File: config.mk
export PLATFORM = sky130hd
export DESIGN_NAME = arith_seq_unit
export DESIGN_NICKNAME = d
export VERILOG_FILES = /design/src/rtl/arith_seq_unit.sv
export SDC_FILE = /design/constraint.sdc
export NUM_CORES = 1
export LEC_CHECK = 0
export ABC_AREA = 1
export CAP_MARGIN = 20
export CORE_ASPECT_RATIO = 0.6
export CORE_MARGIN = 4
export CORE_UTILIZATION = 53
export DETAILED_ROUTE_END_ITERATION = 10
export PLACE_DENSITY = 0.73
export SLEW_MARGIN = 20
export SYNTH_ARGS = -nofsm -noshare
export SYNTH_HDL_FRONTEND = slang
export SYNTH_SLANG_ARGS = --single-unit
export TNS_END_PERCENT = 20
File: constraint.sdc
create_clock -name clk -period 2.16 [get_ports clk]
set_clock_uncertainty 0.15 [all_clocks]
set_input_delay 0.324 -clock clk [delete_from_list [all_inputs] [get_ports clk]]
set_output_delay 0.324 -clock clk [all_outputs]
set_load 0.02 [all_outputs]
File: src/rtl/arith_seq_unit.sv
// rtl/arith_seq_unit.sv - sequenced arithmetic unit: single-cycle logic/add/sub, shift-add multiply
// Operands and opcode are latched on an accepted start; result/carry update only on the done pulse.
module arith_seq_unit #(
  parameter int WIDTH = 8,
  parameter int CNT_W = $clog2(WIDTH + 1)
) (
  input  logic             clk,
  input  logic             reset_n,
  input  logic             start,
  input  logic [2:0]       switches,
  input  logic [WIDTH-1:0] OpA,
  input  logic [WIDTH-1:0] OpB,
  output logic [WIDTH-1:0] result,
  output logic             carry,
  output logic             busy,
  output logic             done
);

  typedef enum logic [1:0] {IDLE, EXEC, MUL} state_t;

  localparam logic [CNT_W-1:0] LAST_ITER = CNT_W'(WIDTH - 1);

  state_t             state, state_next;
  logic [WIDTH-1:0]   a_q, b_q, b_sh;
  logic [2:0]         op_q;
  logic [2*WIDTH-1:0] acc, mcand, acc_sum;
  logic [CNT_W-1:0]   cnt;
  logic [WIDTH:0]     sum_ext, diff_ext;
  logic               accept, finish;
  logic [WIDTH-1:0]   res_next;
  logic               carry_next;

  always_ff @(posedge clk or negedge reset_n) begin
    if (!reset_n) state <= IDLE;
    else          state <= state_next;
  end

  always_comb begin
    state_next = state;
    accept     = 1'b0;
    finish     = 1'b0;
    case (state)
      IDLE: if (start) begin
        accept     = 1'b1;
        state_next = (switches[2] && switches[1]) ? MUL : EXEC;
      end
      EXEC: begin
        finish     = 1'b1;
        state_next = IDLE;
      end
      MUL: if (cnt == LAST_ITER) begin
        finish     = 1'b1;
        state_next = IDLE;
      end
      default: state_next = IDLE;
    endcase
  end

  // acc_sum is the product after the current iteration, so the final MUL edge can write it directly.
  always_comb begin
    sum_ext    = {1'b0, a_q} + {1'b0, b_q};
    diff_ext   = {1'b0, a_q} - {1'b0, b_q};
    acc_sum    = acc + (b_sh[0] ? mcand : '0);
    res_next   = '0;
    carry_next = 1'b0;
    case (op_q)
      3'b000: res_next = ~a_q;
      3'b001: res_next = ~b_q;
      3'b010: {carry_next, res_next} = sum_ext;
      3'b011: {carry_next, res_next} = diff_ext;
      3'b100: res_next = a_q & b_q;
      3'b101: res_next = a_q | b_q;
      3'b110: begin
        res_next   = acc_sum[WIDTH-1:0];
        carry_next = |acc_sum[2*WIDTH-1:WIDTH];
      end
      default: res_next = acc_sum[2*WIDTH-1:WIDTH];
    endcase
  end

  always_ff @(posedge clk or negedge reset_n) begin
    if (!reset_n) begin
      a_q    <= '0;
      b_q    <= '0;
      op_q   <= '0;
      acc    <= '0;
      mcand  <= '0;
      b_sh   <= '0;
      cnt    <= '0;
      result <= '0;
      carry  <= 1'b0;
      busy   <= 1'b0;
      done   <= 1'b0;
    end else begin
      done <= 1'b0;
      if (accept) begin
        a_q   <= OpA;
        b_q   <= OpB;
        op_q  <= switches;
        busy  <= 1'b1;
        acc   <= '0;
        mcand <= {{WIDTH{1'b0}}, OpA};
        b_sh  <= OpB;
        cnt   <= '0;
      end
      if (state == MUL) begin
        acc   <= acc_sum;
        mcand <= mcand << 1;
        b_sh  <= b_sh >> 1;
        cnt   <= cnt + 1'b1;
      end
      if (finish) begin
        result <= res_next;
        carry  <= carry_next;
        done   <= 1'b1;
        busy   <= 1'b0;
      end
    end
  end

endmodule
---- Word-level counts from Yosys, hierarchy flattened ----
Cells that the tools add are included.
storage, ports and cells
  register bits ........................... 76
  logic and storage cells ................. 60
operators by class
  add/sub/neg operators ................... 4
  eq/ne operators ......................... 11
  multiplexer cells ....................... 22
  bitwise operators ....................... 4
  reduce and logical (&&, ||, !) cells .... 7
operators with widths
  operator                                              count
  two-way mux 16 bit                                    5
  case mux 8 bit (7 select lines)                       1
  adder 16 bit                                          1
  two-way mux 8 bit                                     2
  inverter 8 bit                                        2
  adder 8 x 8 -> 9 bit                                  1
  equality test 3 bit (second input constant)           3
  subtractor 8 x 8 -> 9 bit                             1
  AND 8 bit                                             1
  two-way mux 4 bit                                     2
  bitwise OR 8 bit                                      1
  OR reduction 8 bit                                    1
  equality test 3 x 2 -> 1 bit (second input constant)  2
  two-way mux 1 bit                                     6
  two-way mux 2 bit                                     3
  adder 4 x 1 -> 4 bit (second input constant)          1
  equality test 4 x 3 -> 1 bit (second input constant)  1
  != test 2 bit (second input constant)                 2
  case mux 2 bit (2 select lines)                       1
  nonzero test 2 bit                                    2
  equality test 3 x 1 -> 1 bit (second input constant)  1
  logical NOT 3 bit                                     1
  case mux 1 bit (3 select lines)                       1
  equality test 2 x 1 -> 1 bit (second input constant)  1
  other kinds (5)                                       5

---- Longest topological paths before layout ----
  word-level depth ........................ 4
  depth in mapped cells ................... 18
  mapped depth without buffers ............ 16

---- Least setup slack after synthesis ----
Ideal clock, no wire load.
  path kind ............................... reg-to-reg
  start ................................... register b_sh[0]
  end ..................................... register carry
  library setup time ...................... 120 ps
  data arrival time ....................... 1991 ps
  path slack .............................. -101 ps
  stages on the path, launching flop included .. 16
  path buffers ............................ 2
  cell sequence ........................... dfrtp_1 buf_2 clkbuf_1 nand2_1 inv_1 fa_1 nand3_1 nand3_1 nand2_1 nand3b_1 nand2_1 nand3_1 nor2_1 nand2_1 nand2_1 a21oi_2
on the way
  cells in the longest elaborated chain, start to end .. 4
RTL lines
  what                             line  RTL
  start, declared                  24    logic [WIDTH-1:0] a_q, b_q, b_sh;
  start signal, assigned           103   b_sh <= OpB;
  start signal, assigned           109   b_sh <= b_sh >> 1;
  two-way mux 16 bit               63    acc_sum = acc + (b_sh[0] ? mcand : '0);
  adder 16 bit                     63
  OR reduction 8 bit               75    carry_next = |acc_sum[2*WIDTH-1:WIDTH];
  case mux 1 bit (3 select lines)  66    case (op_q)
  end signal, assigned             114   carry <= carry_next;
  end, declared                    14    output logic carry,
Every way passes these cells.
A chain may end at the register's enable or synchronous reset.

---- Final worst setup path ----
Ends and elaborated chain as after synthesis.

==> metrics <==
warnings from Yosys=0; die footprint=0.0118 mm²; Distinct cells, synth=39; reported max-cap violation count=0; Power Density=1400 mW/mm²; area share of the largest cell type after synthesis=35.7%; final net count=916; average detailed-routed wire length per instance=18.4 µm; chip width=137 µm; Yosys reg bits=76; leading area contributor after synthesis=dfrtp_1; headroom to the max-slew limit=65.1%; starting utilization of the core area=54.1%; DRC violations left=0; post-layout total power=10.0 mW; clk sink count=76; HPWL Detailed=13600 µm; number of I/O port buffers=32; clock root buffer master=clkbuf_16; violated checks=setup timing; Post-synth EDFFs=0; die height=85.6 µm; critical path start-end classification=reg2reg; I/O pins=33; post-place instance area=0.00635 mm²; sequential share of the synthesized area=35.7%; global placement routability congestion=0.991; final worst path period share=106%; Avg Vias per Cell=5.62; number of buffers on the longest clock path=2; maximum fanout along the worst path=6; total routing resource utilization after global routing=31.7%; top achievable clock speed=0.439 GHz; global-route wire length before repair=28500 µm; count of pins over their slew limit=0; placed cell count=960; H-tree lvl count=3; largest net degree at the start of global routing=48; Main synth FF type=dfrtp_1; antenna viol nets, final=0; finished layout cell area=0.00717 mm²; row count=28; Leakage Power=3.74 nW; Worst setup SP type=flop; Finish-stage setup viols=12; Syn Nets=811; clock transition at the register clock pins on the worst setup and hold paths after CTS=0.06 ns; post-synthesis async set-or-reset flop share=100%; post-synthesis instance area=0.00533 mm²; unrepaired setup endpoints after global routing=yes; ratio of cells with drive above 1 in the final layout=25.8%; post-detailed-routing wire length=18100 µm; TritonCTS clock tree=done; number of buffers created by CTS=9; final antenna diode count=0; data required time of the critical path=2.23 ns; final-report hold violation count=0; signal arrival time at the worst endpoint=2.35 ns; clock insertion delay at the later pin of the skew report=0.34 ns; via count of the first global-routing pass=5299; Final Core Density=72.9%; Post-Syn Area per Cell=7.17 µm²; synthesized instance count=743; via count=5545; First DRT Iteration DRCs=523; DRT Pass-1 Iters=5; smallest hold slack=0.317 ns; worst-case setup margin in the final layout=-0.120 ns; top post-synthesis cells by area=dfrtp_1 36%, nand2_1 16%, ha_1 10%; status=finished with violations; antenna violations before repair=0; IR drop worst, VDD=0.867 mV; commonest cells in the synthesized netlist=224 x nand2_1, 128 x inv_1, 76 x dfrtp_1, 51 x o21ai_0, 43 x ha_1; number of standard cells in the final layout excluding fillers=987; core box area=0.00984 mm²; Tightest Hold Check Type=in2async; minimum clock period after layout=2.28 ns; Worst Setup End Kind=flop; transition at the pin with the smallest max-transition slack=0.523 ns; area grow syn2layout=34.7%; GR Overflow Total=0; most frequent cell after synthesis=nand2_1
path summary, 6_finish.rpt:
path	start	end	slack, ns	cells after the start
max	b_sh[0]	carry	-0.12	16
min	reset_n	mcand[10]	0.32	2
max in group asynchronous	reset_n	a_q[1]	0.93	3
min reg2reg	result[1]	result[1]	0.33	2
max reg2reg	b_sh[0]	carry	-0.12	16
min in group clk	result[1]	result[1]	0.33	2
flip-flops by register name, summed over array words and instances, names as in the netlist:
name	cells
a_q	8
acc	16
b_q	8
b_sh	8
busy	1
carry	1
cnt	4
done	1
mcand	16
op_q	3
result	8
state	2
cells by family (layout without fill, tap and decap cells):
logic type	count (synthesis)	count (layout)	share of synthesized area, %
flops	76	76	35.7
compound gates	127	127	14.4
xor+xnor	7	7	1.15
buf+inv	152	261	10.9
simple gates	335	335	26.7
fa+ha+maj	46	46	11.2
area by class of cell:
| class | instances | area, µm² |
|---|---|---|
| Clock buffer | 10 | 239 |
| Clock inverter | 5 | 60.1 |
| Multi-Input combinational cell | 515 | 3350 |
| Inverter | 133 | 504 |
| Tap cell | 135 | 169 |
| Timing Repair Buffer | 113 | 948 |
| Fill cell | 780 | 2670 |
| Sequential cell | 76 | 1900 |
critical path, stage by stage, from the launching register on:
cell     delay, ns
dfrtp_2       0.44
buf_4         0.17
nand2_2       0.08
inv_2         0.05
ha_4          0.27
nand2_1       0.09
nand2_1       0.09
nand2_1       0.07
nand2_1       0.07
a21oi_2       0.14
nand2_1       0.09
nand2_2       0.09
nand3_2       0.09
nor2_1        0.09
nand2_1       0.06
nand2_1       0.07
a21oi_2       0.05
timing repair:
action | 4_1_cts | 5_1_grt
pin swaps | 14 | 34
cloned | 0 | 1
resized for setup | 49 | 78
hold endpoints to repair | 29 | 0
endpoints found under the setup margin | 15 | 20
setup buffers | 6 | 4
hold buffers | 1 | 0
placed cells by master, fill, tap and decap left out, drive strengths merged, types with 13 or more instances in the layout:
cell           instances
a21oi                 21
o22ai                 16
nand3                 39
nand4                 13
ha                    43
dfrtp                 76
nor2                  40
clkdlybuf4s50         31
inv                  134
buf                   81
o21ai                 55
nand2                233
stage by stage:
stage	setup TNS (ns)	setup slack, ns
6_report	-0.733	-0.120
5_1_grt	-2.55	-0.250
2_1_floorplan	0	0.000784
4_1_cts	-0.346	-0.0533
3_5_place_dp	-1.74	-0.269
3_3_place_gp	-1.32	-0.274
metal layers:
layer	up-vias	global-route usage [%]	wire length, µm
li1	2603	-	-
met2	278	42.6	7300
met5	-	0	0
met4	0	6.16	261
met1	2637	51.0	8670
met3	27	8.09	1880
report_power, final:
group | switching [mW] | leakage, nW | internal [mW] | total, mW
logic | 3.57 | 2.62 | 2.53 | 6.10
clock network | 0.620 | 0.145 | 0.926 | 1.55
registers | 0.459 | 0.983 | 1.92 | 2.38
(Power assumes the default switching activity.)
